===== src/rtl/ts_pkg.sv =====
`default_nettype none
// ============================================================================
// Module   : ts_pkg
// Purpose  : Shared types for the TS2068 RAM arbiter: FSM state encoding and
//            requester identifiers used to index the per-requester slots.
// Revision : 1.0 - initial release
// ============================================================================
package ts_pkg;

    typedef enum logic [1:0] {
        IDLE  = 2'd0,
        ISSUE = 2'd1,
        WAIT  = 2'd2,
        DONE  = 2'd3
    } state_t;

    localparam int NUM_REQ = 3;

    typedef logic [1:0] req_id_t;

    localparam req_id_t REQ_VID = 2'd0;
    localparam req_id_t REQ_CPU = 2'd1;
    localparam req_id_t REQ_DMA = 2'd2;

endpackage
`default_nettype wire


===== src/rtl/arb_slot.sv =====
`default_nettype none
// ============================================================================
// Module   : arb_slot
// Purpose  : One requester slot of the RAM arbiter. Latches a strobed request
//            (address, write flag, write data), holds it pending until the
//            arbiter completes it, and holds the returned read data.
// Ports    : clock, reset (sync, active-low)
//            req/wr_in/a_in/d_in  strobe and request fields
//            clear                completion of this slot's access
//            cap/cap_data         load read data into q
//            pend/wr/addr/data    latched request
//            q                    held read data
//            overrun_hit          strobe seen while still pending
// Revision : 1.0 - initial release
// ============================================================================
module arb_slot #(
    parameter int AW = 18
) (
    input  logic          clock,
    input  logic          reset,
    input  logic          req,
    input  logic          wr_in,
    input  logic [AW-1:0] a_in,
    input  logic [7:0]    d_in,
    input  logic          clear,
    input  logic          cap,
    input  logic [7:0]    cap_data,
    output logic          pend,
    output logic          wr,
    output logic [AW-1:0] addr,
    output logic [7:0]    data,
    output logic [7:0]    q,
    output logic          overrun_hit
);

    always_ff @(posedge clock) begin
        if (!reset) begin
            pend <= 1'b0;
            wr   <= 1'b0;
            addr <= '0;
            data <= 8'h00;
            q    <= 8'h00;
        end else begin
            // A strobe in the completion cycle replaces the finishing request.
            if (req && (!pend || clear)) begin
                pend <= 1'b1;
                wr   <= wr_in;
                addr <= a_in;
                data <= d_in;
            end else if (clear) begin
                pend <= 1'b0;
            end
            if (cap) begin
                q <= cap_data;
            end
        end
    end

    // The original request stands; the extra strobe is only reported.
    assign overrun_hit = req && pend && !clear;

endmodule
`default_nettype wire


===== src/rtl/ram_arbiter.sv =====
`default_nettype none
// ============================================================================
// Module   : ram_arbiter
// Purpose  : Shares one synchronous single-port RAM between video fetch, the
//            Z80 bus and a DMA port. One access in flight at a time; priority
//            video > CPU > DMA, with DMA promoted above CPU after FAIR
//            consecutive non-DMA grants while it waits.
// Ports    : clock, reset (sync, active-low)
//            vid*/cpu*/dma*  requester strobes, fields, read data and acks
//            ram*            RAM controller port
//            overrun         sticky: strobe while same requester pending
// Revision : 1.0 - initial release
// ============================================================================
module ram_arbiter
    import ts_pkg::*;
#(
    parameter int AW   = 18,
    parameter int LAT  = 2,
    parameter int FAIR = 8
) (
    input  logic          clock,
    input  logic          reset,
    input  logic          vidReq,
    input  logic [AW-1:0] vidA,
    output logic [7:0]    vidQ,
    output logic          vidAck,
    input  logic          cpuReq,
    input  logic          cpuW,
    input  logic [AW-1:0] cpuA,
    input  logic [7:0]    cpuD,
    output logic [7:0]    cpuQ,
    output logic          cpuAck,
    input  logic          dmaReq,
    input  logic          dmaW,
    input  logic [AW-1:0] dmaA,
    input  logic [7:0]    dmaD,
    output logic [7:0]    dmaQ,
    output logic          dmaAck,
    output logic [AW-1:0] ramA,
    output logic [7:0]    ramD,
    output logic          ramWe,
    input  logic [7:0]    ramQ,
    output logic          overrun
);

    localparam int            FW       = $clog2(FAIR + 1);
    localparam logic [FW-1:0] FAIR_MAX = FW'(FAIR);
    localparam logic [2:0]    LAT_LOAD = 3'(LAT - 1);

    state_t        state;
    state_t        state_nx;
    req_id_t       grant;
    req_id_t       win;
    logic [2:0]    lat_cnt;
    logic [FW-1:0] fair_cnt;

    logic [NUM_REQ-1:0] req_v;
    logic [NUM_REQ-1:0] we_v;
    logic [NUM_REQ-1:0] pend_v;
    logic [NUM_REQ-1:0] wr_v;
    logic [NUM_REQ-1:0] clr_v;
    logic [NUM_REQ-1:0] cap_v;
    logic [NUM_REQ-1:0] ovr_v;
    logic [AW-1:0]      a_in  [NUM_REQ];
    logic [AW-1:0]      a_q   [NUM_REQ];
    logic [7:0]         d_in  [NUM_REQ];
    logic [7:0]         d_q   [NUM_REQ];
    logic [7:0]         q_q   [NUM_REQ];
    logic               cur_wr;

    assign req_v = {dmaReq, cpuReq, vidReq};
    assign we_v  = {dmaW, cpuW, 1'b0};          // video only ever reads
    assign a_in[REQ_VID] = vidA;
    assign a_in[REQ_CPU] = cpuA;
    assign a_in[REQ_DMA] = dmaA;
    assign d_in[REQ_VID] = 8'h00;
    assign d_in[REQ_CPU] = cpuD;
    assign d_in[REQ_DMA] = dmaD;

    generate
        for (genvar i = 0; i < NUM_REQ; i++) begin : g_slot
            arb_slot #(.AW(AW)) u_slot (
                .clock       (clock),
                .reset       (reset),
                .req         (req_v[i]),
                .wr_in       (we_v[i]),
                .a_in        (a_in[i]),
                .d_in        (d_in[i]),
                .clear       (clr_v[i]),
                .cap         (cap_v[i]),
                .cap_data    (ramQ),
                .pend        (pend_v[i]),
                .wr          (wr_v[i]),
                .addr        (a_q[i]),
                .data        (d_q[i]),
                .q           (q_q[i]),
                .overrun_hit (ovr_v[i])
            );
        end
    endgenerate

    assign cur_wr = wr_v[grant];

    // Priority from pending latches only; DMA jumps CPU once starved.
    always_comb begin
        win = REQ_DMA;
        if (pend_v[REQ_VID]) begin
            win = REQ_VID;
        end else if (pend_v[REQ_DMA] && (fair_cnt == FAIR_MAX)) begin
            win = REQ_DMA;
        end else if (pend_v[REQ_CPU]) begin
            win = REQ_CPU;
        end
    end

    // State register with grant, latency and fairness bookkeeping.
    always_ff @(posedge clock) begin
        if (!reset) begin
            state    <= IDLE;
            grant    <= REQ_VID;
            lat_cnt  <= 3'd0;
            fair_cnt <= '0;
            overrun  <= 1'b0;
        end else begin
            state <= state_nx;
            if ((state == IDLE) && (|pend_v)) begin
                grant <= win;
                if (win == REQ_DMA) begin
                    fair_cnt <= '0;
                end else if (pend_v[REQ_DMA] && (fair_cnt != FAIR_MAX)) begin
                    fair_cnt <= fair_cnt + 1'b1;
                end
            end
            if (state == ISSUE) begin
                lat_cnt <= LAT_LOAD;
            end else if ((state == WAIT) && (lat_cnt != 3'd0)) begin
                lat_cnt <= lat_cnt - 1'b1;
            end
            if (|ovr_v) begin
                overrun <= 1'b1;
            end
        end
    end

    // Next-state logic.
    always_comb begin
        state_nx = state;
        case (state)
            IDLE:    if (|pend_v) state_nx = ISSUE;
            ISSUE:   state_nx = (cur_wr || (LAT == 1)) ? DONE : WAIT;
            WAIT:    if (lat_cnt == 3'd0) state_nx = DONE;
            DONE:    state_nx = IDLE;
            default: state_nx = IDLE;
        endcase
    end

    // Outputs. RAM address/data stay on the granted slot's latched fields
    // for the whole access; ramQ is sampled on the edge that enters DONE so
    // the new Q appears together with the ack.
    always_comb begin
        ramA   = '0;
        ramD   = 8'h00;
        ramWe  = 1'b0;
        clr_v  = '0;
        cap_v  = '0;
        if (state != IDLE) begin
            ramA = a_q[grant];
            ramD = d_q[grant];
        end
        if (state == ISSUE) begin
            ramWe = cur_wr;
        end
        if (state == DONE) begin
            clr_v[grant] = 1'b1;
        end
        if ((state != DONE) && (state_nx == DONE) && !cur_wr) begin
            cap_v[grant] = 1'b1;
        end
    end

    assign vidAck = clr_v[REQ_VID];
    assign cpuAck = clr_v[REQ_CPU];
    assign dmaAck = clr_v[REQ_DMA];
    assign vidQ   = q_q[REQ_VID];
    assign cpuQ   = q_q[REQ_CPU];
    assign dmaQ   = q_q[REQ_DMA];

endmodule
`default_nettype wire


===== config.mk =====
export PLATFORM = sky130hd
export DESIGN_NAME = ram_arbiter
export DESIGN_NICKNAME = d
export VERILOG_FILES = /design/src/rtl/ts_pkg.sv /design/src/rtl/arb_slot.sv /design/src/rtl/ram_arbiter.sv
export SDC_FILE = /design/constraint.sdc
export NUM_CORES = 1
export LEC_CHECK = 0
export CORE_MARGIN = 4
export CORE_UTILIZATION = 54
export CTS_BUF_LIST = sky130_fd_sc_hd__clkbuf_4 sky130_fd_sc_hd__clkbuf_8
export DETAILED_ROUTE_END_ITERATION = 6
export GPL_ROUTABILITY_DRIVEN = 0
export PLACE_DENSITY = 0.88
export SETUP_SLACK_MARGIN = 0.2
export SKIP_CTS_REPAIR_TIMING = 1
export SYNTH_ARGS = -nofsm -noshare
export SYNTH_HDL_FRONTEND = slang
export SYNTH_SLANG_ARGS = --single-unit
export TNS_END_PERCENT = 10

===== constraint.sdc =====
create_clock -name clock -period 3.6 [get_ports clock]
set_input_delay 0.36 -clock clock [delete_from_list [all_inputs] [get_ports clock]]
set_output_delay 0.36 -clock clock [all_outputs]
set_load 0.01 [all_outputs]

==> summary.md <==
| Metric | Value |
|---|---|
| Root buf cell | `sky130_fd_sc_hd__clkbuf_8` |
| Placed standard-cell area | `about 6600 µm²` |
| Post-synthesis average cell area | `about 9.5 µm²` |
| Post-synth EDFFs | `0` |
| Cell with the most instances after synthesis | `sky130_fd_sc_hd__dfxtp_1` |
| Flop2flop setup slack | `around 1100 ps` |
| Clock tree from TritonCTS | `yes` |
| Routed len/inst | `between 15 and 20 µm` |
| IR drop worst, VDD | `0.3505 mV` |
| Max Freq | `roughly 360 MHz` |
| Fraction of the cycle the final worst path needs | `0.7706` |
| Post-detailed-route DRC marker count | `0` |
| Fraction of the mapped netlist area in simple logic gates | `0.1997` |
| Placed Cells | `789` |
| Placed wire-length estimate after detailed placement | `between 9000 and 10000 µm` |
| Cell area after synthesis | `around 5200 µm²` |
| Clock buffer count from CTS | `9` |
| Die Span Y | `around 110 µm` |
| Worst Setup End Kind | `primary output` |
| Total negative slack for setup checks | `0 ps` |
| Crit Path Max Fanout | `24` |
| XOR/XNOR share of the synthesized area | `0.005059` |
| Global-route total usage across every layer | `0.2357` |
| Area of all placed cells without fillers | `6815 µm²` |
| Critical path start-end classification | `reg2out` |
| Proportion of register bits with asynchronous set or reset after synthesis | `0` |
| Count of final hold-check violations | `0` |
| Total of flip-flops plus latches after synthesis | `111` |
| Clock-pin slew on the worst setup and hold paths | `approximately 100 ps` |
| Number of antenna violations at the first check in global routing | `1` |
| Initial core utilization | `0.5594` |
| Uppermost signal routing layer after detailed routing | `met4` |
| Number of unique standard cell types used by synthesis | `46` |
| Met3 wire length | `between 800 and 900 µm` |
| Adder and majority cell fraction of the synthesized area | `0.01927` |
| Amount of wire on met2 after detailed routing | `around 6400 µm` |
| Start point of the worst hold path | `g_slot[0].u_slot.addr[4]` |
| Layout overhead on the synthesized area | `31.22%` |
| I/O pins | `between 100 and 150` |
| Core Area | `9284 µm²` |
| Wire length after detailed routing | `between 10000 and 15000 µm` |
| Synth top area share | `0.4278` |
| Power density relative to cell area | `467.8 nW/µm²` |
| Data arrival time at the worst-slack endpoint | `~2400 ps` |
| Total setup violations reported at the end of the flow | `0` |
| Sinks on the clock net | `roughly 110` |
| Net count of the mapped netlist | `approximately 640` |
| Startpoint of the worst register-to-register path | `state[0]` |
| Pin count of the biggest net entering global routing | `60` |
| Mux share of post-synthesis cell area | `0.1918` |
| Number of pins with negative max-slew slack in the final report | `0` |
| Least-Margin Pin Slew | `about 900 ps` |
| Area of the die | `11250 µm²` |
| Min-delay worst type | `reg2reg` |
| Layout Nets | `around 760` |
| Minimum clock period | `approximately 2800 ps` |
| Compound-Gate Fraction of Synth Area | `0.1038` |
| Warning count from the yosys run | `0` |
| Startpoint type of the worst setup path | `flop` |
| Data required time at the worst endpoint | `3240 ps` |
| Number of non-filler instances in the completed layout | `around 810` |
| Most used standard cells in the synthesized netlist | `sky130_fd_sc_hd__dfxtp_1 (111), sky130_fd_sc_hd__mux2i_1 (97), sky130_fd_sc_hd__nand2_1 (93)` |
| Setup slack after placement | `about 1200 ps` |
| Insertion delay of the later-clocked pin in the worst-skew pair | `~360 ps` |
| Die Width | `~110 µm` |
| Final global-route overflow total | `0` |
| Worst Slack Setup Final | `between 800 and 900 ps` |
| Wire length of the first global-routing pass | `between 20000 and 25000 µm` |
| Post-synthesis cell type with the largest combined area | `sky130_fd_sc_hd__dfxtp_1` |
| Detailed-routing wirelength on met1 | `5554 µm` |
| Synth top area cells | `sky130_fd_sc_hd__dfxtp_1 (43%), sky130_fd_sc_hd__mux2i_1 (19%), sky130_fd_sc_hd__nor2b_1 (7.6%)` |
| DR vias | `~4.2k` |
| Most instantiated flip-flop cell in the synthesis netlist | `sky130_fd_sc_hd__dfxtp_1` |
| Outcome | `finished clean` |
| Antenna Nets Post-Route | `0` |
| Initial DRC count | `251` |
| RSZ-0062 raised after global routing | `no` |
| Combinational family with the most area after synthesis | `simple AND/OR/NAND/NOR gates` |
| Syn Inst Count | `~550` |
| Post-detailed-route via-to-cell ratio | `about 5.2` |
| Max-slew headroom | `0.4017` |
| Lkg Pwr | `0.002646 µW` |
| IO Port Bufs | `about 140` |
| H-Tree Depth | `3` |
| Standard-cell rows | `35` |
| Critical path launch point | `grant[0]` |
| Detailed-routing iteration count for the pre-antenna-repair pass | `4` |
| Worst clock skew | `approximately 14 ps` |
| Sequential element share of the synthesized area | `0.4278` |
| Clock Tree Buf Depth | `2` |
| Via count of the first global-routing pass | `between 4k and 5k` |
| Share of cells above drive strength 1 | `0.05473` |
| Max-cap violations | `0` |
## through the flow
| step | util | total power, µW | hold WS, ps |
|---|---|---|---|
| global route | 0.7341 | 3365 | 490.2 |
| CTS | 0.7338 | 3198 | 469.9 |
| detailed placement | 0.7142 | 2502 | 455.0 |
| finish | 0.7341 | 3188 | 465.3 |
| floorplan | - | 2104 | 434.4 |
| global placement | 0.7142 | 2465 | 444.7 |
## worst paths after layout
kind | end | cells past startpoint
worst min-delay path | g_slot[0].u_slot.addr[4] | 2
worst max-delay path | ramA[9] | 5
worst min register to register | g_slot[0].u_slot.addr[4] | 2
worst max register to register | g_slot[2].u_slot.q[0] | 6
## worst max-delay path, stage by stage, from the launching register on
cell and delay [ps]:
sky130_fd_sc_hd__dfxtp_2 740, sky130_fd_sc_hd__buf_4 290, sky130_fd_sc_hd__mux2i_1 290, sky130_fd_sc_hd__o22a_1 190, sky130_fd_sc_hd__nor2_1 40, sky130_fd_sc_hd__clkdlybuf4s50_1 510
## logic make-up after synthesis
logic type / Yosys count
simple gates: 209
flops: 111
mux: 99
compound gates: 70
buf+inv: 48
fa+ha+maj: 8
xor+xnor: 3
## cell type report
cell class	count	area, µm²
inverter	11	41.29
clock inverter	6	51.30
sequential	111	2223
tap	129	161.4
timing repair buffer	149	1486
multi-input combinational	389	2718
clock buffer	10	131.4
fill	708	2469
antenna	1	2.502
## where the power goes
part / internal, µW / total, µW / switching (µW)
registers: 1350 / 1450 / 104
clock network: 273 / 702 / 429
logic: 513 / 1040 / 522
total: 2130 / 3190 / 1050
## sequential cells by signal, summed over array words and instances (netlist names)
signal,count
fair_cnt,4
g_slot.u_slot.addr,54
g_slot.u_slot.data,16
g_slot.u_slot.pend,3
g_slot.u_slot.q,24
g_slot.u_slot.wr,2
grant,2
lat_cnt,3
overrun,1
state,2
## placed cells by master, fill, tap and decap left out, drive strengths merged, types with 2 or more instances in the layout
cell           netlist  routed
nor2b               63      63
a211oi               2       2
clkdlybuf4s50        0     138
xor2                 2       2
a21oi                7       7
mux2i               98      98
a22oi               10      10
o21a                 4       4
nand3b               3       3
buf                 22      11
and2                 2       2
clkbuf              15      10
o21ai                2       2
o22a                17      17
nand3                3       3
nand2               94      94
inv                 11      15
nand4                3       3
a21boi              21      21
clkinv               0       2
nor2                34      34
nand2b               2       2
dfxtp              111     111
ha                   8       8
## layer usage
layer | GRT usage | vias up
met5 | 0 | -
met4 | 0.05458 | 0
met3 | 0.05950 | 14
met2 | 0.4180 | 129
met1 | 0.2870 | 1984
li1 | - | 2095
Power figures use the tool's default switching activity.
==> patch 1 (config.mk and constraints unchanged) <==
Set the parameter `FAIR` to 4 (it was 8).
--- a/src/rtl/ram_arbiter.sv
+++ b/src/rtl/ram_arbiter.sv
@@ -18,3 +18,3 @@
     parameter int LAT  = 2,
-    parameter int FAIR = 8
+    parameter int FAIR = 4
 ) (
Check against the original RTL: same outputs for any inputs over 10 cycles, from zero or initial values and one cycle with reset low; that may be too few to reach the edited logic, so the function may still have changed.
==> patch 1 against the unedited design <==
  * First-iteration DRC count shrank 35%
  * Wire length shrank 4.3%
  * Critical path depth shrank 1
  * Global-route usage shrank 0.59 points
  * Count of clock-buffer cells in the layout shrank 1
  * Sequential cell count shrank 1
  * Synthesized area shrank 3.7%
  * Sequential share of layout area grew 0.64 points
  * Non-clock buffer count is the same
  * Final area shrank 2.8%
  * Worst setup slack gained 0.12 ns
  * Worst hold slack gained 0.0031 ns
  * Total power shrank 3.7%
==> patch 1: results (changes against the unedited design) <==
crit path DAT=2.30 ns (-0.11 ns); reg2reg start=grant[1]; DRT iter0 DRCs=164 (-35%); cell family with most CP delay=simple AND/OR/NAND/NOR gates; Setup crit end=ramWe; nets=731 (-4.3%); vias post-DR=3,980 (-5.7%); largest net degree at the start of global routing=48 (-20%); initial antenna violation count=0 (-1); vias in the first global route=4,181 (-5.0%); Max transition margin=0.465 (+0.0634); top cells by area, synth=dfxtp_1 (44%), mux2i_1 (23%), nor2b_1 (9.5%); Critical Path Max Stage Delay=0.65 ns (-0.09 ns); clock skew=0.0156 ns (+0.00164 ns); Final HPWL DP=9190 um (-3.0%); multi-input logic area=0.00261 mm2 (-4.1%); dpl cell area=0.00645 mm2 (-2.7%); VDD IR-drop max=0.000374 V (+6.7%); filler cell count=660 (-6.8%); WHS=0.468 ns (+0.00311 ns); total global-route track usage=0.230 (-0.00593); sw power=0.980 mW (-7.1%); R2R Path End=g_slot[2].u_slot.addr[3]; Leak=2.64 nW (-0.30%); worst hold path startpoint=g_slot[1].u_slot.q[4]; status=finished clean; first-pass GRT wire length=20,600 um (-5.4%); share of layout cells above drive strength 1=0.0544 (-0.000301); DR WL/cell=16.5 um (+2.8%); crit-path max FO=10 (-58%); final antenna diode count=0 (-1)
==> patch 1: changes by cell type in the layout (fill, tap and decap cells not counted), moves of 3 or more <==
| cell | unedited run | this run |
|---|---|---|
| nand2_1 | 93 | 56 |
| mux2i_1 | 97 | 114 |
| a21boi_0 | 18 | 3 |
| nor2b_1 | 63 | 76 |
| a21oi_1 | 7 | 4 |
==> patch 1: power groups by stage <==
stage                     Combinational [mW]  Clock [mW]  Sequential (mW)
after floorplan                        0.582           0             1.45
after global placement                 0.953           0             1.44
after detailed placement               0.980           0             1.45
after CTS                              0.985       0.684             1.42
after global routing                    1.06       0.731             1.44
final                                  0.980       0.666             1.42
==> patch 1: layer usage <==
metal / share of wire / global-route usage / routed length, um
met2: 0.52 / 0.408 / 6400
met4: 0.012 / 0.0579 / 145
met5: 0 / 0 / 0
met3: 0.045 / 0.0583 / 557
met1: 0.43 / 0.277 / 5300
==> patch 1: area by class of cell <==
cell class,instances,share of cell area
multi-input cells,356,0.393
repair buffers,149,0.221
inverters,12,0.00680
well taps,108,0.0204
flip-flops and latches,110,0.333
clock buffers,9,0.0187
clock inverters,7,0.00756
==> patch 1: per-stage QoR <==
| stage | cells | worst slack, ns |
|---|---|---|
| 2_1_floorplan | 515 | 1.78 |
| 3_5_place_dp | 735 | 1.35 |
| 4_1_cts | 751 | 0.935 |
| 6_report | 751 | 0.943 |
| 5_1_grt | 751 | 0.726 |
| 3_3_place_gp | 735 | 1.41 |
==> patch 1: cells by family (layout without fill, tap and decap cells) <==
kind of cell,Yosys count,in the layout,synth area share
AOI/OAI and AO/OA,50,50,0.0773
xor gates and xnor gates,3,3,0.00526
adders and majority gates,8,8,0.0200
buffers and inverters,49,177,0.0438
DFF,110,110,0.440
muxes,114,114,0.228
and+or+nand+nor,181,181,0.185
==> patch 2 (same settings) <==
Made on the original files. One comparison of `fair_cnt` changes from == to >=.
--- a/src/rtl/ram_arbiter.sv
+++ b/src/rtl/ram_arbiter.sv
@@ -108,3 +108,3 @@
             win = REQ_VID;
-        end else if (pend_v[REQ_DMA] && (fair_cnt == FAIR_MAX)) begin
+        end else if (pend_v[REQ_DMA] && (fair_cnt >= FAIR_MAX)) begin
             win = REQ_DMA;
Function: same outputs for any inputs over 10 cycles, from zero or initial values and one cycle with reset low; that may be too few to reach the edited logic, so the function may still have changed.
==> patch 2 against the unedited design <==
  * Total power rose by 1.5%
  * Sequential cell count did not move
  * Clock power rose by 10%
  * Final area fell by 1.9%
  * First-iteration DRC count fell by 32%
  * Maximum frequency fell by 13%
  * Synthesized area fell by 1.4%
  * Worst setup slack got worse by 0.42 ns
  * Critical path type unchanged
  * Wire length fell by 3.1%
  * Critical path depth fell by 1
  * Largest power group unchanged
==> patch 2: results (changes against the unedited design) <==
largest net degree at the start of global routing=69 (+15%); VDD IR-drop max=0.000219 V (-37%); reg2reg start=grant[1]; nets=734 (-3.9%); first-pass GRT wire length=20,300 um (-7.0%); post-route non-filler standard cell count=775 (-3.8%); Final HPWL DP=9140 um (-3.6%); worst-margin pin slew=0.974 ns (+0.0769 ns); worst min-delay path category=in2reg; R2R Path End=g_slot[2].u_slot.q[6]; vias in the first global route=4,234 (-3.8%); crit-path max FO=14 (-42%); Final period util=0.888 (+0.118); share of layout cells above drive strength 1=0.0480 (-0.00675); worst hold path cell count=3 (+1); Via-to-Cell Ratio=5.28 (+0.72%); Cell variety after synth=39 (-15%); slowest CP cell=nor2b_1; total global-route track usage=0.224 (-0.0113); Placed Cells=759 (-3.8%); dpl cell area=0.00648 mm2 (-2.2%); status=finished clean; DR WL/cell=16.2 um (+0.81%); Mapped Cells=522 (-4.7%); Critical Path Max Stage Delay=0.84 ns (+0.10 ns); Setup crit end=ramWe; top cells by area, synth=dfxtp_1 (43%), mux2i_1 (22%), nor2b_1 (9.4%); initial antenna violation count=0 (-1); Leak=2.67 nW (+0.89%)
==> patch 2: worst min-delay path by stage <==
stage | start | to | slack [ns]
floorplan | fair_cnt[1] | fair_cnt[1] | 0.46
global placement | g_slot[0].u_slot.q[6] | g_slot[0].u_slot.q[6] | 0.44
detailed placement | g_slot[1].u_slot.q[7] | g_slot[1].u_slot.q[7] | 0.45
CTS | reset | g_slot[0].u_slot.q[5] | 0.35
global route | reset | g_slot[0].u_slot.q[5] | 0.37
finish | reset | g_slot[0].u_slot.q[5] | 0.36
==> patch 2: metal layers <==
metal,GRT usage,routed length (um),up-vias
met1,0.256,4990,1945
met4,0.0834,298,0
met2,0.416,6680,114
li1,-,-,2003
met5,0,0,-
met3,0.0380,587,27
==> patch 2: cells by family (layout without fill, tap and decap cells) <==
| kind of cell | after synthesis | in the layout | share of synthesized area |
|---|---|---|---|
| and+or+nand+nor | 179 | 179 | 0.182 |
| muxes | 114 | 114 | 0.223 |
| DFF | 111 | 111 | 0.434 |
| AOI/OAI and AO/OA | 55 | 55 | 0.0750 |
| buffers and inverters | 52 | 176 | 0.0621 |
| adders and majority gates | 8 | 8 | 0.0195 |
| xor gates and xnor gates | 3 | 3 | 0.00513 |
==> patch 2: where the power goes <==
| group | internal (mW) | total, mW | switching [mW] |
|---|---|---|---|
| sequential | 1.36 | 1.45 | 0.0984 |
| clock | 0.342 | 0.773 | 0.431 |
| combinational | 0.502 | 1.01 | 0.508 |
==> patch 2: final cells by class <==
type / instances / area [um2] / share of cell area
multi-input combinational: 359 / 2600 / 0.389
sequential: 111 / 2220 / 0.332
timing repair buffer: 147 / 1450 / 0.216
tap: 129 / 161 / 0.0241
clock buffer: 10 / 131 / 0.0196
clock inverter: 6 / 73.8 / 0.0110
inverter: 13 / 48.8 / 0.00730
